==> src/rtl/serial_subtractor.sv <==
// Bit-serial subtractor: Diff = X - Y - Bin (mod 2^WIDTH), one bit per clock through a single
// full-subtractor slice. Optional signed-overflow output is enabled by defining SERIAL_SUB_OVF_EN.
module serial_subtractor #(
  parameter int WIDTH = 8
) (
  input  logic             clk,
  input  logic             rst,
  input  logic [WIDTH-1:0] X,
  input  logic [WIDTH-1:0] Y,
  input  logic             Bin,
  input  logic             in_valid,
  output logic             in_ready,
  output logic [WIDTH-1:0] Diff,
  output logic             Bout,
  output logic             out_valid,
  input  logic             out_ready
`ifdef SERIAL_SUB_OVF_EN
  ,
  output logic             Ovf
`endif
);

  localparam int CW = $clog2(WIDTH);

  typedef enum logic [1:0] {IDLE, SHIFT, DONE} state_t;

  state_t           state, state_nxt;
  logic [CW-1:0]    cnt;
  logic [WIDTH-1:0] xs, ys;
  logic [WIDTH-2:0] rs;
  logic             b;

  logic             x0, y0, d, b_nxt, last;
  logic [WIDTH-1:0] res_nxt;

  // Full-subtractor slice on the current LSBs of the operand shift registers.
  assign x0      = xs[0];
  assign y0      = ys[0];
  assign d       = x0 ^ y0 ^ b;
  assign b_nxt   = (~x0 & y0) | (~(x0 ^ y0) & b);
  assign res_nxt = {d, rs};
  assign last    = (cnt == CW'(WIDTH - 1));

  always_ff @(posedge clk or posedge rst) begin
    if (rst) state <= IDLE;
    else     state <= state_nxt;
  end

  always_comb begin
    state_nxt = state;
    case (state)
      IDLE:    if (in_valid)  state_nxt = SHIFT;
      SHIFT:   if (last)      state_nxt = DONE;
      DONE:    if (out_ready) state_nxt = IDLE;
      default:                state_nxt = IDLE;
    endcase
  end

  always_comb begin
    in_ready  = (state == IDLE);
    out_valid = (state == DONE);
  end

  always_ff @(posedge clk or posedge rst) begin
    if (rst) begin
      cnt  <= '0;
      xs   <= '0;
      ys   <= '0;
      rs   <= '0;
      b    <= 1'b0;
      Diff <= '0;
      Bout <= 1'b0;
`ifdef SERIAL_SUB_OVF_EN
      Ovf  <= 1'b0;
`endif
    end else begin
      case (state)
        IDLE: if (in_valid) begin
          xs  <= X;
          ys  <= Y;
          b   <= Bin;
          cnt <= '0;
        end
        SHIFT: begin
          xs  <= xs >> 1;
          ys  <= ys >> 1;
          rs  <= res_nxt[WIDTH-1:1];
          b   <= b_nxt;
          cnt <= cnt + CW'(1);
          if (last) begin
            Diff <= res_nxt;
            Bout <= b_nxt;
`ifdef SERIAL_SUB_OVF_EN
            // On the final slice x0/y0 are the original operand MSBs and d is the result MSB.
            Ovf  <= (x0 ^ y0) & (x0 ^ d);
`endif
          end
        end
        default: ;
      endcase
    end
  end

endmodule

==> config.mk <==
export PLATFORM = sky130hd
export DESIGN_NAME = serial_subtractor
export DESIGN_NICKNAME = d
export VERILOG_FILES = /design/src/rtl/serial_subtractor.sv
export SDC_FILE = /design/constraint.sdc
export NUM_CORES = 1
export LEC_CHECK = 0
export CORE_ASPECT_RATIO = 1.75
export CORE_MARGIN = 3
export CORE_UTILIZATION = 54
export CTS_BUF_LIST = sky130_fd_sc_hd__clkbuf_8
export CTS_CLUSTER_SIZE = 12
export DETAILED_ROUTE_END_ITERATION = 12
export GPL_ROUTABILITY_DRIVEN = 0
export HOLD_SLACK_MARGIN = 0.15
export PLACE_DENSITY = 0.86
export SKIP_LAST_GASP = 1
export SLEW_MARGIN = 20
export SYNTH_ARGS = -nofsm -noshare
export SYNTH_HDL_FRONTEND = slang
export SYNTH_SLANG_ARGS = --single-unit
==> constraint.sdc <==
create_clock -name clk -period 1.75 [get_ports clk]
set_input_delay 0.4375 -clock clk [delete_from_list [all_inputs] [get_ports clk]]
set_output_delay 0.4375 -clock clk [all_outputs]
set_load 0.01 [all_outputs]
* Word-level counts from Yosys, hierarchy flattened
Cells that the tools add are included.
Widths: inputs -> output; s select.
** Storage, ports and cells
- Register bits :: 38
- Bits of input ports :: 21
- Output and inout bits :: 11
- Logic and storage cells :: 39
** Operators by class
- $add $sub $neg :: 1
- Eq/ne operators :: 6
- Mux-type cells :: 12
- Bitwise operators :: 7
- Reductions and logical operators :: 5
** Operators with widths (count)
- $pmux 8 s2 :: 2
- $mux 8 :: 2
- $mux 2 :: 3
- $pmux 2 s3 :: 1
- $pmux 3 s2 :: 1
- $ne 2x2->1 const B :: 2
- $reduce_and 2->1 :: 2
- $add 3x1->3 const B :: 1
- $eq 3x3->1 const B :: 1
- $mux 3 :: 1
- $reduce_and 3->1 :: 1
- $and 1x1->1 :: 2
- $eq 2x1->1 const B :: 1
- $eq 2x2->1 const B :: 1
- $logic_not 2->1 :: 1
- $ne 2x1->1 const B :: 1
- $not 1->1 :: 2
- $pmux 1 s2 :: 1
- $reduce_bool 2->1 :: 1
- $xor 1x1->1 :: 2
- $mux 1 :: 1
- $or 1x1->1 :: 1

* Logic depth before layout (Yosys ltp)
- Word-level depth :: 5
- Gate-level depth with buffers :: 5

* Least setup slack after synthesis
OpenSTA, ideal clock, no wires.
- Path kind :: register to register
- From :: register cnt[0]
- To :: register Diff[0]
- Data arrival time :: 1.274 ns
- Data required time :: 1.625 ns
- Setup slack :: 0.351 ns
- Cell stages (with the launch flop) :: 6
- Path buffers :: 1
- Period minus slack after synthesis :: 1.399 ns
- Cell sequence :: dfrtp_1 > ha_1 > ha_1 > nand3b_1 > buf_6 > mux2_4
** On the way
- Longest elaborated chain between the ends :: 2
** Ends and longest elaborated chain
- start, declared :: RTL line 28 : logic [CW-1:0] cnt;
- start signal, assigned :: RTL line 89 : cnt <= cnt + CW'(1);
- $eq 3x3->1 :: RTL line 42 : assign last = (cnt == CW'(WIDTH - 1));
- $reduce_and 2->1 (no line)
- end signal, assigned :: RTL line 91 : Diff <= res_nxt;
- end, declared :: RTL line 13 : output logic [WIDTH-1:0] Diff,
Every way passes these cells.
A chain may end at the register's enable or synchronous reset.

* Worst setup path after layout
- From :: register Diff[2]
- To :: output port Diff[2]
No word-level cell between the ends.

==> run_results.csv <==
group,metric,value,unit
synthesis,synthesis.nets,162,
cts,inserted_clock_buffers,5,
global_routing,first_pass_grt_wire_length,6085,um
sta,timing_max_transition_violations_final,0,
synthesis,synth.distinct_cells,26,
cells_and_area,instances_no_fill,219,
route,drc,0,
synthesis,netlist_top_cells_area,"dfrtp_1 54%, mux2_4 6.8%, mux2_2 5.1%",
setup_path,highest_net_fanout_along_the_worst_path,2,
floorplan,die_area,0.003995,sq mm
route,routed_wirelength,3551,um
sta,setup-violations-final,0,
synthesis,yosys_register_bits,38,
power_and_ir_drop,clock_power_share,15.7,%
sta,post_route_worst_hold_slack,0.4830,ns
synthesis,synth.cell_area,0.001754,sq mm
route,via_cell_ratio,5.562,
setup_path,worst-r2r-setup-slack,0.22,ns
power_and_ir_drop,worst_ir_drop_vdd,1136,uV
floorplan,die_h,81.40,um
cells_and_area,num_antenna_cells,0,
sta,fmaxAchievable,0.6169,GHz
setup_path,critPathRequiredTime,1.31,ns
setup_path,critical_path_cell_count,1,
synthesis,synth_top_area_share,54.21,%
power_and_ir_drop,power_density,1715,mW/mm^2
cts,numClockSinks,38,
min_path,hold_path_class,"in -> async",
cts,cts_hold_buf,0,
power_and_ir_drop,power_report.internal_total,0.002597,W
cells_and_area,final_core_util,74.28,%
setup_path,timing.setup.critical_path_class,"reg -> out",
synthesis,syn-instance-count,138,
cells_and_area,final_layout_size_suffix_gt1_share,20.34,%
setup_path,worst_path_largest_cell_delay,0.54,ns
floorplan,core,0.003025,sq mm
synthesis,yosysSeqAreaShare,54.21,%
setup_path,cell_count_of_the_worst_reg_to_reg_path,5,
synthesis,syn-mean-instance-area,12.71,sq um
route,dr_total_vias,1218,
setup_path,worst-endpoint-arrival,1.18,ns
floorplan,start_util,57.98,%
route,ant_nets,0,
sta,setup_total_negative_slack,0,ns
setup_path,critical_path.top_delay_family,"buffers and inverters",
synthesis,yosys.area.top_type,"dfrtp_1",
power_and_ir_drop,share_comb_of_total_power,44.6,%
placed_design,placed_cells_incl_taps,210,
cells_and_area,filler_cell_count,211,
floorplan,std_cell_rows,26,
sta,final_worst_clock_skew,0.003335,ns
power_and_ir_drop,swShare,32.63,%
sta,worst_tran_pin_value,0.3119,ns
global_routing,groute.usage.overall,20.65,%
cts,clkSlewWorstSetupHoldPaths,0.07,ns
route,drt_first_iter_violations,68,
cells_and_area,layout-area-overhead-vs-synth,28.10,%
cts,htreeDepth,2,
global_routing,grt_max_degree,39,
route,dr.pass1.iters,4,
route,post_drt_wl_per_cell,16.21,um
setup_path,cp_capture_type,"output port",
cts,cts_tree,"yes",
job,drv.max_cap_violation_count,0,
setup_path,cell_with_the_biggest_individual_delay_on_the_critical_path,"clkdlybuf4s50_1",
sta,grt_setup_unrepaired,"no",
sta,hold_violations,0,
run_status,outcome,"finished, final reports clean",
global_routing,globalRouteOverflowTotal,0,
synthesis,yosysWarningCount,0,
cts,clkLatencyLatePin,0.29,ns
global_routing,antenna_found_initial,0,
cells_and_area,layout.nets,200,
placed_design,number_of_buffers_added_on_ports,31,
placed_design,dpl.hpwl,2539,um
floorplan,die_w,49.09,um
global_routing,via_count_of_the_first_global_routing_pass,1287,
setup_path,timing.critical_path.from_type,"flop",
cts,root_buffer,"clkbuf_8",
cts,clock_path_buffers,2,
sta,min_period,1.621,ns
power_and_ir_drop,total_leakage_power,1.050,nW
cells_and_area,seq_area,950.9,sq um
floorplan,boundaryPins,32,
power_and_ir_drop,total_switching_power,0.001258,W
power_and_ir_drop,power.share.sequential,39.7,%
setup_path,crit_buf_inv,1,
setup_path,critical_path.cell_chain,"clkdlybuf4s50_1",
cells_and_area,multi_input_comb_area,649.4,sq um
sta,min_period_over_period,92.63,%
sta,slew_margin_rel,78.91,%
==> per-stage QoR <==
step | cell area [sq um] | worst slack, ns | total power (W)
finish | 2247 | 0.1290 | 0.003855
global route | 2247 | 0.07007 | 0.004125
CTS | 2247 | 0.1120 | 0.003902
detailed placement | 2151 | -0.008786 | 0.003264
floorplan | 1754 | 0.3506 | 0.002675
global placement | 2151 | 0.07111 | 0.003121
==> power groups by stage <==
stage	logic, W	clock network (W)	registers (W)
floorplan	0.00115	0	0.00153
global placement	0.00161	0	0.00151
detailed placement	0.00171	0	0.00155
CTS	0.00174	0.000629	0.00154
global route	0.00188	0.000661	0.00158
finish	0.00172	0.000606	0.00153
==> cells by family (layout without fill, tap and decap cells) <==
family | Yosys count | count (layout) | share of synthesized area (%)
multiplexers | 17 | 17 | 12.55
AND/OR/NAND/NOR | 28 | 28 | 10.13
AO/OA/AOI/OAI | 22 | 22 | 11.77
flip-flops | 38 | 38 | 54.21
adder cells (fa/ha/maj) | 3 | 3 | 2.568
buffers and inverters | 30 | 69 | 8.772
==> per-layer routing <==
| metal | up-vias | GRT usage (%) | wire length [um] | share of wire [%] |
|---|---|---|---|---|
| li1 | 561 | - | - | - |
| met5 | - | 0 | 0 | 0 |
| met2 | 33 | 36.29 | 1956 | 55 |
| met4 | 0 | 13.39 | 104 | 2.9 |
| met1 | 613 | 22.29 | 1356 | 38 |
| met3 | 11 | 4.220 | 132 | 3.7 |
==> layout by cell type (no fill, tap or decap) <==
cell	netlist	final
a211oi_1	1	1
a21oi_1	1	1
a221oi_1	6	6
a222oi_1	8	8
a22o_1	2	2
a32o_1	2	2
buf_12	0	3
buf_4	1	9
clkbuf_8	0	6
clkdlybuf4s50_1	0	29
clkinv_2	0	1
dfrtp_1	38	38
dlygate4sd2_1	0	2
fa_1	1	1
ha_1	2	2
inv_1	18	19
mux2_2	8	8
mux2_4	8	8
mux2i_1	1	1
nand2b_1	3	3
nand3b_1	1	1
nor2_1	7	7
nor2b_1	9	9
nor3b_1	1	1
nor4b_1	7	7
o21ai_0	1	1
o21bai_4	1	1
==> what timing repair did <==
action / 4_1_cts / 5_1_grt
setup endpoints to repair: 2 / 0
gates resized for setup: 2 / 0
buffers inserted: 1 / 0
==> final timing paths <==
check,endpoint,startpoint
worst max-delay path,Diff[2],Diff[2]
worst min-delay path,xs[6],rst
worst max register to register,rs[6],state[0]
worst min register to register,Diff[0],Diff[0]
max in group asynchronous,Diff[4],rst
min in group clk,Diff[0],Diff[0]
==> cell type report <==
| cell class | count | area share [%] |
|---|---|---|
| Clock buffer | 6 | 3.675 |
| Clock inverter | 2 | 0.3898 |
| Inverter | 18 | 3.007 |
| Multi-Input combinational cell | 70 | 28.90 |
| Sequential cell | 38 | 42.32 |
| Tap cell | 42 | 2.339 |
| Timing Repair Buffer | 43 | 19.38 |
==> flip-flops by register name (all words and copies together), names as in the netlist <==
signal,count
Diff,8
xs,8
ys,8
rs,7
cnt,3
state,2
Bout,1
b,1
==> Yosys cell counts (all sizes together) <==
cell type / n
nand2b: 3
fa: 1
mux2i: 1
ha: 2
clkbuf: 2
nor4b: 7
nand3b: 1
a211oi: 1
a21oi: 1
o21ai: 1
a22o: 2
mux2: 16
a32o: 2
nor3b: 1
dfrtp: 38
o21bai: 1
nor2: 7
inv: 18
buf: 10
a221oi: 6
a222oi: 8
nor2b: 9
(Power assumes the default switching activity.)
==> RTL change 1: new RTL, config.mk and constraints unchanged <==
Build with the macro `SERIAL_SUB_OVF_EN` defined.
--- a/src/rtl/serial_subtractor.sv
+++ b/src/rtl/serial_subtractor.sv
@@ -1,5 +1,7 @@
 // Bit-serial subtractor: Diff = X - Y - Bin (mod 2^WIDTH), one bit per clock through a single
 // full-subtractor slice. Optional signed-overflow output is enabled by defining SERIAL_SUB_OVF_EN.
+`define SERIAL_SUB_OVF_EN
+
 module serial_subtractor #(
   parameter int WIDTH = 8
 ) (
Check against the original RTL (old outputs only; new: Ovf): equivalent (equiv_simple and equiv_induct, registers matched by name and starting in step).
==> RTL change 1 against the original RTL <==
Sequential cell count grew 1; design area grew 3.1%; total power grew 4.9%; highest routed layer unchanged; worst setup slack lost 23 ps; combinational power is essentially flat; synthesized area grew 2.1%; routed wire length shrank 1.7%; count of clock-buffer cells in the layout is the same.
==> RTL change 1: results <==
finish:
  instances_no_fill: 229
  number_of_nets_at_the_end_of_the_flow: 210
  drive_gt1_share_pct: 19.35
place:
  hpwlAfterDp_microns: 2580
  post_dp_cell_area_sq_um: 2191
  post-place-ws_ps: -11.65
  portBuffers: 32
  place.detailed.instances: 220
critical_path:
  critical-path-slowest-cell: "dfrtp_1"
  cpLargestDelayFamily: "flip-flops"
  crit_fanout: 4
  critical_path_arrival_ps: 1210
  worst_path_largest_cell_delay_ps: 430
routing:
  viasPerCell: 5.594
  detailedRoute.firstIterationViolations: 49
  postRouteWirelength_microns: 3490
global_routing:
  grt_start_max_net_pins: 40
  overall_global_routing_usage_pct: 19.25
  grt_pass1_wl_microns: 5878
  first_global_vias: 1318
cts:
  worstSkewPairLatency_ps: 290
  clock_input_transition_at_the_sequential_cells_of_the_worst_setup_and_hold_paths_ps: 70
timing:
  fin_ws_ps: 106.2
  tightest_pin_transition_ps: 360.5
synthesis:
  synth.top_cells.by_count: "dfrtp_1 (39), inv_1 (19), mux2_2 (15)"
  post_synthesis_net_count: 172
  synth-seq-area-share_pct: 54.51
  synthesis.area_per_instance_sq_um: 12.18
power:
  power.ir.vdd_worst_v: 0.0009535
  p_leak_uw: 0.001051
outcome:
  status: "completed"
[RTL change 1: kinds of logic (layout without fill, tap and decap cells)]
group	count (synthesis)	count (layout)	synth area share [%]
and+or+nand+nor	32	32	11.95
xor gates and xnor gates	1	1	0.4893
buffers and inverters	31	70	8.106
muxes	17	17	10.55
DFF	39	39	54.51
AOI/OAI and AO/OA	23	23	11.18
adders and majority gates	4	4	3.215
[RTL change 1: worst paths after layout]
path                               start  endpoint  depth (start not counted)
worst min register to register     rs[0]     rs[0]                          1
max in group asynchronous            rst  state[0]                          3
worst min-delay path                 rst  state[1]                          3
worst max register to register    cnt[0]   Diff[2]                          5
worst max-delay path            state[1]  in_ready                          2
min in group clk                   rs[0]     rs[0]                          1
[RTL change 1: metrics by stage]
stage          util, %  TNS, ps
2_1_floorplan        -        0
3_3_place_gp     68.99        0
3_5_place_dp     68.99   -11.65
4_1_cts          72.93        0
5_1_grt          72.93        0
6_report         72.93        0
[RTL change 1: layout make-up]
class	instances	area, sq um
inverter	19	71.32
sequential	39	975.9
clock buffer	6	82.58
timing repair buffer	43	425.4
fill	239	859.6
clock inverter	2	35.03
tap	43	53.80
multi-input combinational	77	671.9
[RTL change 1: where the power goes]
group	switching [uW]	internal [uW]	leakage [uW]
clock	291	461	0.0000612
sequential	236	1330	0.000466
combinational	770	953	0.000524
[RTL change 1: worst min-delay path, cell delays in order]
cell and delay [ps]:
clkdlybuf4s50_1 390, inv_1 90, buf_12 230
[RTL change 1: what timing repair did]
item	4_1_cts	5_1_grt
buffers inserted	1	0
setup endpoints to repair	2	0
hold buffers	0	0
gates resized for setup	3	0
[RTL change 1: per-layer routing]
| layer | share of wire (%) | GRT usage (%) | vias to the layer above |
|---|---|---|---|
| met5 | 0 | 0 | - |
| met4 | 2.8 | 8.864 | 0 |
| met3 | 4.4 | 5.027 | 10 |
| met2 | 55 | 35.54 | 42 |
| met1 | 37 | 20.19 | 633 |
| li1 | - | - | 596 |
==> RTL change 2: new RTL, config.mk and constraints unchanged <==
Without the edit above. Re-encode `state_t` (3 states) as one-hot, 3 bits wide.
--- a/src/rtl/serial_subtractor.sv
+++ b/src/rtl/serial_subtractor.sv
@@ -22,7 +22,7 @@
 
   localparam int CW = $clog2(WIDTH);
 
-  typedef enum logic [1:0] {IDLE, SHIFT, DONE} state_t;
+  typedef enum logic [2:0] {IDLE = 3'b001, SHIFT = 3'b010, DONE = 3'b100} state_t;
 
   state_t           state, state_nxt;
   logic [CW-1:0]    cnt;
Check against the original RTL: no difference found for any inputs over 10 cycles, from zero or initial values and one cycle with rst high; not proved beyond that.
==> RTL change 2 against the original RTL <==
Sequential cell count is 1 higher; design area is 4.7% higher; non-clock buffer count grew 3; worst setup slack got worse by 55 ps; total power fell by 5.6%; synthesized area is 0.93% higher; routed wire length grew 6.0%; global-route usage is 0.50 points higher.
==> RTL change 2: results <==
outcome:
  status: "completed"
timing:
  finClkSkew_ps: 8.928
routing:
  postRouteWirelength_microns: 3763
  detailedRoute.firstIterationViolations: 46
  viasPerCell: 5.986
synthesis:
  ys_top_cells_by_area: "dfrtp_1 (54%), mux2_1 (8.9%), a2bb2oi_2 (7.6%)"
  synth-seq-area-share_pct: 55.19
  synth.lib_cells_used.distinct: 34
  post_synthesis_net_count: 151
  synth.top_cells.by_count: "dfrtp_1 (38), mux2_1 (14), o22ai_1 (14)"
global_routing:
  overall_global_routing_usage_pct: 21.16
  grt_pass1_wl_microns: 6299
  grt_start_max_net_pins: 40
finish:
  number_of_nets_at_the_end_of_the_flow: 195
  drive_gt1_share_pct: 24.42
place:
  hpwlAfterDp_microns: 2681
  post-place-ws_ps: -67.32
worst_hold_path:
  hold_path_class: "register to register"
critical_path:
  worst-r2r-setup-slack_ps: 80
  r2r-start: "state[0]"
  critical_path_arrival_ps: 1240
  worstReg2RegEnd: "xs[3]"
cts:
  htree_levels: 2
  buffer_type_at_the_clock_tree_root: "clkbuf_8"
power:
  p_leak_uw: 0.001057
  power.net_switching_uw: 1107
## RTL change 2: worst max-delay path: stages (launching register included)
cell             delay (ps)
dfstp_2                 580
and2_1                  130
clkdlybuf4s15_1         230
## RTL change 2: metal layers
| metal | routed length (microns) | share of wire (%) | vias to the layer above | global-route usage (%) |
|---|---|---|---|---|
| met3 | 215 | 5.7 | 19 | 5.082 |
| met4 | 176 | 4.7 | 0 | 11.97 |
| li1 | - | - | 569 | - |
| met1 | 1310 | 35 | 633 | 21.33 |
| met5 | 0 | 0 | - | 0 |
| met2 | 2061 | 55 | 60 | 39.25 |
## RTL change 2: per-stage QoR
step / hold WS [ps] / instance area [sq um] / setup TNS (ps) / instances
2_1_floorplan: 450.3 / 1770 / 0 / 127
3_3_place_gp: 463.6 / 2203 / 0 / 204
3_5_place_dp: 476.1 / 2203 / -145.8 / 204
4_1_cts: 488.3 / 2349 / 0 / 213
5_1_grt: 512.0 / 2354 / 0 / 214
6_report: 490.7 / 2354 / 0 / 214
## RTL change 2: repair_timing
item / in CTS / in global routing
endpoints found under the setup margin: 2 / 2
pin swaps: 0 / 0
resized for setup: 4 / 3
setup buffers: 1 / 1
## RTL change 2: logic make-up after synthesis
family	synth area share [%]
buffers and inverters	4.947
adders and majority gates	2.544
DFF	55.19
muxes	10.18
AOI/OAI and AO/OA	22.61
and+or+nand+nor	4.523
## RTL change 2: layout make-up
cell class / count / area, sq um
sequential: 39 / 977.2
clock buffer: 5 / 68.82
fill: 195 / 671.9
inverter: 6 / 22.52
multi-input combinational: 73 / 713.2
timing repair buffer: 46 / 455.4
clock inverter: 3 / 63.81
tap: 42 / 52.55
## RTL change 2: worst max-delay path by stage
stage / endpoint / cells after the start / from / slack, ps
detailed placement: xs[3] / 5 / in_valid / -70
floorplan: Diff[0] / 5 / cnt[0] / 290
global route: in_ready / 2 / state[0] / 10
finish: in_ready / 2 / state[0] / 70
global placement: out_valid / 3 / state[2] / 5
CTS: out_valid / 3 / state[2] / 20
## RTL change 2: power by group through the flow
stage | Combinational (uW) | Sequential [uW] | Clock [uW]
after floorplan | 996 | 1380 | 0
final | 1310 | 1460 | 865
after global placement | 1240 | 1440 | 0
after detailed placement | 1300 | 1470 | 0
after CTS | 1310 | 1460 | 884
after global routing | 1420 | 1500 | 918
